## src/rtl/vga_fb_arbiter.sv

```systemverilog
// Framebuffer arbiter: shares one single-port video RAM between VGA scan-out,
// a handshaked pixel writer and a clear-screen engine. Scan-out reads always
// own their slot; writes and clears only use the remaining RAM cycles.
module vga_fb_arbiter #(
    parameter int unsigned H_ACTIVE = 640,
    parameter int unsigned V_ACTIVE = 480,
    parameter int unsigned ADDR_W   = 19,
    parameter int unsigned DATA_W   = 12
) (
    input  logic              clk,
    input  logic              rst,
    input  logic              pix_en,
    input  logic              valid,
    input  logic [9:0]        h_addr,
    input  logic [9:0]        v_addr,
    input  logic              frame_start,
    input  logic [1:0]        mode_in,
    output logic [1:0]        mode_cur,
    output logic [DATA_W-1:0] vga_data,
    input  logic              wr_req,
    input  logic [ADDR_W-1:0] wr_addr,
    input  logic [DATA_W-1:0] wr_data,
    output logic              wr_ack,
    output logic              wr_err,
    input  logic              clr_start,
    output logic              clr_busy,
    output logic              clr_done,
    output logic [ADDR_W-1:0] ram_addr,
    output logic              ram_we,
    output logic [DATA_W-1:0] ram_wdata,
    input  logic [DATA_W-1:0] ram_rdata
);

    localparam int unsigned       PIX_TOTAL = H_ACTIVE * V_ACTIVE;
    localparam logic [ADDR_W-1:0] PIX_CNT   = ADDR_W'(PIX_TOTAL);
    localparam logic [ADDR_W-1:0] PIX_LAST  = ADDR_W'(PIX_TOTAL - 1);

    typedef enum logic [1:0] {
        IDLE  = 2'd0,
        WRITE = 2'd1,
        ACK   = 2'd2,
        CLEAR = 2'd3
    } state_t;

    state_t            state;
    state_t            state_nxt;
    logic [ADDR_W-1:0] clr_cnt;
    logic [ADDR_W-1:0] scan_addr;
    logic              scan_slot;
    logic              free_slot;
    logic              wr_in_range;
    logic              clr_last;
    logic              wr_fire;
    logic              clr_fire;
    logic              rd_pend;

    // Slot classification and scan-out address
    assign scan_slot   = pix_en & valid;
    assign free_slot   = ~scan_slot;
    assign scan_addr   = ADDR_W'(v_addr) * ADDR_W'(H_ACTIVE) + ADDR_W'(h_addr);
    assign wr_in_range = (wr_addr < PIX_CNT);
    assign clr_last    = (clr_cnt == PIX_LAST);

    // Next state and RAM port mux; a scan slot always leaves the RAM to scan-out
    always_comb begin
        state_nxt = state;
        ram_addr  = scan_addr;
        ram_we    = 1'b0;
        ram_wdata = '0;
        wr_fire   = 1'b0;
        clr_fire  = 1'b0;
        case (state)
            IDLE: begin
                if (clr_start) begin
                    state_nxt = CLEAR;
                end else if (wr_req && free_slot) begin
                    state_nxt = WRITE;
                end
            end
            WRITE: begin
                if (free_slot) begin
                    ram_addr  = wr_addr;
                    ram_we    = wr_in_range && !rst;
                    ram_wdata = wr_data;
                    wr_fire   = 1'b1;
                    state_nxt = ACK;
                end
            end
            ACK: begin
                state_nxt = IDLE;
            end
            CLEAR: begin
                if (free_slot) begin
                    ram_addr  = clr_cnt;
                    ram_we    = !rst;
                    ram_wdata = '0;
                    clr_fire  = 1'b1;
                    if (clr_last) begin
                        state_nxt = IDLE;
                    end
                end
            end
            default: begin
                state_nxt = IDLE;
            end
        endcase
    end

    // FSM state register
    always_ff @(posedge clk) begin
        if (rst) begin
            state <= IDLE;
        end else begin
            state <= state_nxt;
        end
    end

    // Clear address counter; parked at 0 whenever the engine is not running
    always_ff @(posedge clk) begin
        if (rst) begin
            clr_cnt <= '0;
        end else if (clr_fire) begin
            clr_cnt <= clr_last ? '0 : clr_cnt + ADDR_W'(1);
        end else if (state != CLEAR) begin
            clr_cnt <= '0;
        end
    end

    // Writer handshake and clear status
    always_ff @(posedge clk) begin
        if (rst) begin
            wr_ack   <= 1'b0;
            wr_err   <= 1'b0;
            clr_busy <= 1'b0;
            clr_done <= 1'b0;
        end else begin
            wr_ack   <= wr_fire;
            wr_err   <= wr_fire & ~wr_in_range;
            clr_busy <= (state_nxt == CLEAR);
            clr_done <= clr_fire & clr_last;
        end
    end

    // Scan-out return: capture RAM data one clk after the read slot, blank outside video
    always_ff @(posedge clk) begin
        if (rst) begin
            rd_pend  <= 1'b0;
            vga_data <= '0;
        end else begin
            rd_pend <= scan_slot;
            if (rd_pend) begin
                vga_data <= ram_rdata;
            end else if (pix_en && !valid) begin
                vga_data <= '0;
            end
        end
    end

    // Display mode only changes at frame boundaries
    always_ff @(posedge clk) begin
        if (rst) begin
            mode_cur <= 2'd0;
        end else if (frame_start) begin
            mode_cur <= mode_in;
        end
    end

endmodule
```

## config.mk

```make
export PLATFORM = sky130hd
export DESIGN_NAME = vga_fb_arbiter
export DESIGN_NICKNAME = d
export VERILOG_FILES = /design/src/rtl/vga_fb_arbiter.sv
export SDC_FILE = /design/constraint.sdc
export NUM_CORES = 1
export LEC_CHECK = 0
export ABC_AREA = 1
export CELL_PAD_IN_SITES_DETAIL_PLACEMENT = 1
export CELL_PAD_IN_SITES_GLOBAL_PLACEMENT = 2
export CORE_MARGIN = 5
export CORE_UTILIZATION = 23
export CTS_CLUSTER_SIZE = 40
export DETAILED_ROUTE_END_ITERATION = 16
export GPL_ROUTABILITY_DRIVEN = 1
export PLACE_DENSITY = 0.88
export SYNTH_ARGS = -nofsm -noshare
export SYNTH_HDL_FRONTEND = slang
export SYNTH_SLANG_ARGS = --single-unit
```

## constraint.sdc

```tcl
create_clock -name clk -period 2.95 [get_ports clk]
set_clock_uncertainty 0.05 [all_clocks]
set_input_delay 0.295 -clock clk [delete_from_list [all_inputs] [get_ports clk]]
set_output_delay 0.295 -clock clk [all_outputs]
set_load 0.03 [all_outputs]
```

# Yosys cells after proc, flatten, opt, wreduce, memory -nomap -nowiden
# Index checks and enable logic that the tools add are counted.
[word_totals]
register_bits = 40
out_inout_bits = 50
wordCells = 54
[op_classes]
addsub = 2
multipliers = 1
n_lt_le_gt_ge = 1
n_eq_ne = 6
mux = 22
bitwise_logic = 5
reduce_logical = 8
[op_table]
columns = ["op", "count"]
rows = [
  ["$mux 19", 5],
  ["$mux 12", 4],
  ["$pmux 19 s2", 1],
  ["$add 19x1->19 const B", 1],
  ["$add 19x10->19", 1],
  ["$eq 19x19->1 const B", 1],
  ["$lt 19x19->1 const B", 1],
  ["$mul 10x3->12 const B", 1],
  ["$mux 2", 5],
  ["$pmux 2 s4", 1],
  ["$eq 2x2->1 const B", 3],
  ["$mux 1", 5],
  ["$reduce_bool 2->1", 2],
  ["$and 1x1->1", 3],
  ["$logic_and 1x1->1", 3],
  ["$eq 2x1->1 const B", 1],
  ["$logic_not 1->1", 2],
  ["$logic_not 2->1", 1],
  ["$ne 2x2->1 const B", 1],
  ["$not 1->1", 2],
  ["$pmux 1 s2", 1],
]

# Depth between registers and ports, before layout
[depth]
word_depth = 7
mapped_depth = 15
ltp_nobuf = 15

# Worst setup path after synthesis
# Ideal clock, no wire load.
[synth_path]
path_kind = "input to output"
from = "input port v_addr[1]"
to = "output port ram_addr[15]"
arrival_ns = 2.336
path_slack_ns = 0.269
path_stages = 11
path_buffers = 0
cell_sequence = "ha_1 -> ha_1 -> inv_1 -> fa_1 -> xnor2_2 -> inv_2 -> nor2_1 -> nand2_1 -> nor2_4 -> xnor2_1 -> a21oi_1"
[synth_via]
elab_chain_len = 4
[synth_rtl]
columns = ["item", "line_no", "source"]
rows = [
  ["from (decl)", "15", "input logic [9:0] v_addr,"],
  ["$mul 10x3->12 (*)", "60", "assign scan_addr = ADDR_W'(v_addr) * ADDR_W'(H_ACTIVE) + ADDR_W'(h_addr);"],
  ["$add 19x10->19 (*)", "60", ""],
  ["$mux 19, on equally long branches", "93, 81", ""],
  ["$pmux 19 s2 (*)", "72", "case (state)"],
  ["to (decl)", "28", "output logic [ADDR_W-1:0] ram_addr,"],
]
# Every way passes the cells marked *; elsewhere a longest branch is shown, timed or not.

# Worst setup path in the final report
[layout_path]
from = "input port v_addr[8]"
to = "output port ram_addr[17]"
# Same word-level chain as after synthesis.

==> reports/results.txt <==
Busiest grt layer - met2
WP data required - 2.61 ns
Worst hold slack - 0.4320 ns
Htree depth - 2
VDD IR max - 0.2196 mV
Post-synth EDFFs - 0
Slew headroom - 55.08%
Largest net degree at the start of global routing - 22
First-pass iteration count of the detailed router - 4
Placement Setup Slack - -0.3402 ns
Cells along the critical path - clkdlybuf4s50_1 > ha_1 > ha_4 > nand2_1 > nor2_1 > nand3_2 > nand3_1 > nand2_1 > nor2_2 > nand3_1 > nand3_1 > nand3_2 > buf_12
Fin crit period - 2.878 ns
Combinational share of power - 46.5%
MaxCap Viol Count - 0
Final Hold Fails - 0
Max stage delay cell, worst path - clkdlybuf4s50_1
IO Pins - 122
Sequential area share after synthesis - 24.06%
Met3 Usage GRT - 4.011%
CP Capture Type - output port
DRT Wirelength - 13120 microns
Leakage power - 2.299 nW
Switching share of total power - 34.12%
First-pass GRT wire length - 20980 microns
Worst-path clk slew - 0.06 ns
Clock Path Buffers - 2
CTS Sinks - 40
Most common cell after layout, fill and taps aside - nand2_1
Pin slew with the least headroom to its limit - 0.6725 ns
GPL Wtd Cong - 0.8104
Sequential power share - 23.9%
Buffers on Ports - 121
Slew Limit Fails - 0
DP Area - 0.004987 sq mm
Met2 Resource Use GR - 27.22%
Psw - 0.8125 mW
PwrDens - 439.3 mW/mm^2
Via count - 3985
Reg2Reg Depth - 10
Flops & latches, synth - 40
Fillers - 1772
Die Span Y - 130.3 microns
Post-synthesis cell area - 0.003328 sq mm
Share of the synthesized area in the top cell type - 24.06%
Mapped Avg Cell Area - 6.339 sq um
FFs w/ async S/R, synth - 0%
Total die area - 0.01698 sq mm
Nets@finish - 756
Routed vias/inst - 4.710
CP Class - primary input to output port
Initial antenna violation count - 0
Total power - 2.382 mW
Starting Density - 23.16%
Synth area leaders - dfxtp_1 (24%), nand2_1 (16%), nand3_1 (7.7%), ha_1 (7.5%), inv_1 (6.5%)
Crit share post-route - 97.57%
P_int - 1.569 mW
Most frequent cells in the layout - nand2_1 (133), clkdlybuf4s50_1 (93), inv_1 (56), nand3_1 (47), nor2_1 (46)
DRT antenna net count - 0
Mapped Cells - 525
Yosys cell types - 43
Grt met1 use - 18.38%
CP peak stage delay - 0.45 ns
Most Frequent Cell on Critical Path - nand3_1
GRT Total Usage - 15.25%
Reg-to-Reg Start - clr_cnt[1]$_SDFFE_PP0P_
Layout cells sized above 1 - 18.58%
Dpl hpwl - 10460 microns
Synth warn - 0
Clock buffer count from CTS - 5
Core box area - 0.01437 sq mm
TNS Setup - 0 ns
CP arrival - 2.53 ns
Min-delay worst type - flip-flop to flip-flop
End of the critical path - ram_addr[17]
DR iter-0 viols - 150
FMAX - 0.3474 GHz
Max FO, Critical Path - 5
Final Instance Area - 0.005421 sq mm
R2R Setup Slk - 0.98 ns
# rows - 44
Die boundary width - 130.3 microns
Reg-to-reg endpoint - clr_cnt[10]$_SDFFE_PP0P_
Clock root buffer - clkbuf_16
Final worst slack - 0.07160 ns
Grt ovf - 0
Synth Flop Type - dfxtp_1
Yosys top cell by area - dfxtp_1
P&R area growth vs syn - 62.89%
Diode count - 0
Clk Latency, worst-skew pair - 0.29 ns
Clk pwr share - 29.7%
Post-CTS Hold Buffers - 0
# DRC - 0
Final setup violating endpoints - 0
CTS tree - built
Startpoint Class - primary input
Status - finished, final reports clean
DR WL/cell - 15.50 microns
Critical Path Start - v_addr[8]
Syn_nets - 619
Vias in the first global route - 4364
==> registers in the layout, summed over array words and instances (netlist names) <==
name	flops
mode_cur	2
wr_ack	1
clr_cnt	19
rd_pend	1
clr_busy	1
vga_data	12
state	2
clr_done	1
wr_err	1
==> cells in the mapped netlist (2+ instances only) <==
library cell / instances
fa_1: 2
inv_1: 58
o211ai_1: 8
nand2_4: 3
o21bai_1: 2
xnor2_1: 4
o22ai_2: 2
buf_2: 4
dfxtp_1: 40
o21ai_2: 3
o21ai_1: 2
clkinv_1: 2
nand2_2: 4
nor2_2: 5
nand2_1: 141
nand4_1: 5
nand2b_1: 12
a21oi_1: 36
o221ai_1: 2
o21ai_0: 15
nor2_1: 50
clkbuf_1: 10
o22ai_1: 2
nor2_4: 2
ha_1: 20
nand3_2: 3
nor3_1: 7
xor2_1: 7
nand3_1: 51
inv_2: 8
a221oi_1: 3
==> how the worst min path moves through the flow <==
stage	startpoint	end	slack, ns	cells after the start
6_report	vga_data[11]$_SDFFE_PP0P_	vga_data[11]$_SDFFE_PP0P_	0.43	2
5_1_grt	vga_data[9]$_SDFFE_PP0P_	vga_data[9]$_SDFFE_PP0P_	0.45	2
4_1_cts	vga_data[9]$_SDFFE_PP0P_	vga_data[9]$_SDFFE_PP0P_	0.43	2
3_5_place_dp	vga_data[9]$_SDFFE_PP0P_	vga_data[9]$_SDFFE_PP0P_	0.42	2
3_3_place_gp	vga_data[7]$_SDFFE_PP0P_	vga_data[7]$_SDFFE_PP0P_	0.41	2
2_1_floorplan	rst	rd_pend$_SDFF_PP0_	0.35	1
==> cell families (layout without fill, tap and decap cells) <==
family	count (synthesis)	count (layout)	share of synthesized area [%]
AND/OR/NAND/NOR	288	288	39.51
adder cells (fa/ha/maj)	22	22	8.722
XOR/XNOR	12	12	3.384
flip-flops	40	40	24.06
buffers and inverters	84	221	9.813
AO/OA/AOI/OAI	79	79	14.51
==> cell type report <==
class                           instances  area (sq um)  area share (%)
Clock buffer                            5         125.1           2.308
Inverter                               69         261.5           4.823
Clock inverter                          2         60.06           1.108
Timing Repair Buffer                  145          1535           28.32
Multi-Input combinational cell        401          2409           44.43
Sequential cell                        40         800.8           14.77
Tap cell                              184         230.2           4.246
==> timing repair <==
item | CTS | global route
pin swaps | 17 | 11
resized for setup | 31 | 22
endpoints found under the setup margin | 7 | 5
setup buffers | 3 | 1
==> per-stage QoR <==
step                instances  util [%]
detailed placement        836     34.71
floorplan                 525         -
global placement          836     34.71
global route              846     37.73
CTS                       845     36.82
finish                    846     37.73
==> layer usage <==
layer / part of all wire [%] / routed length (microns)
met5: 0 / 0
met1: 43 / 5663
met4: 1.1 / 150
met3: 5.4 / 709
met2: 50 / 6593
==> power by group through the flow <==
stage                     Combinational [mW]  Clock (mW)  Sequential, mW
after floorplan                        0.484           0           0.596
after global placement                  1.00           0           0.579
after detailed placement                1.02           0           0.580
after CTS                               1.07       0.719           0.568
after global routing                    1.19       0.736           0.570
final                                   1.11       0.706           0.569
==> worst max-delay path: cells and delay by family <==
family                     cells  cell delay (ns)
adders and majority gates      2             0.64
buffers and inverters          2             0.60
and+or+nand+nor                9             0.99
(Power assumes the default switching activity.)
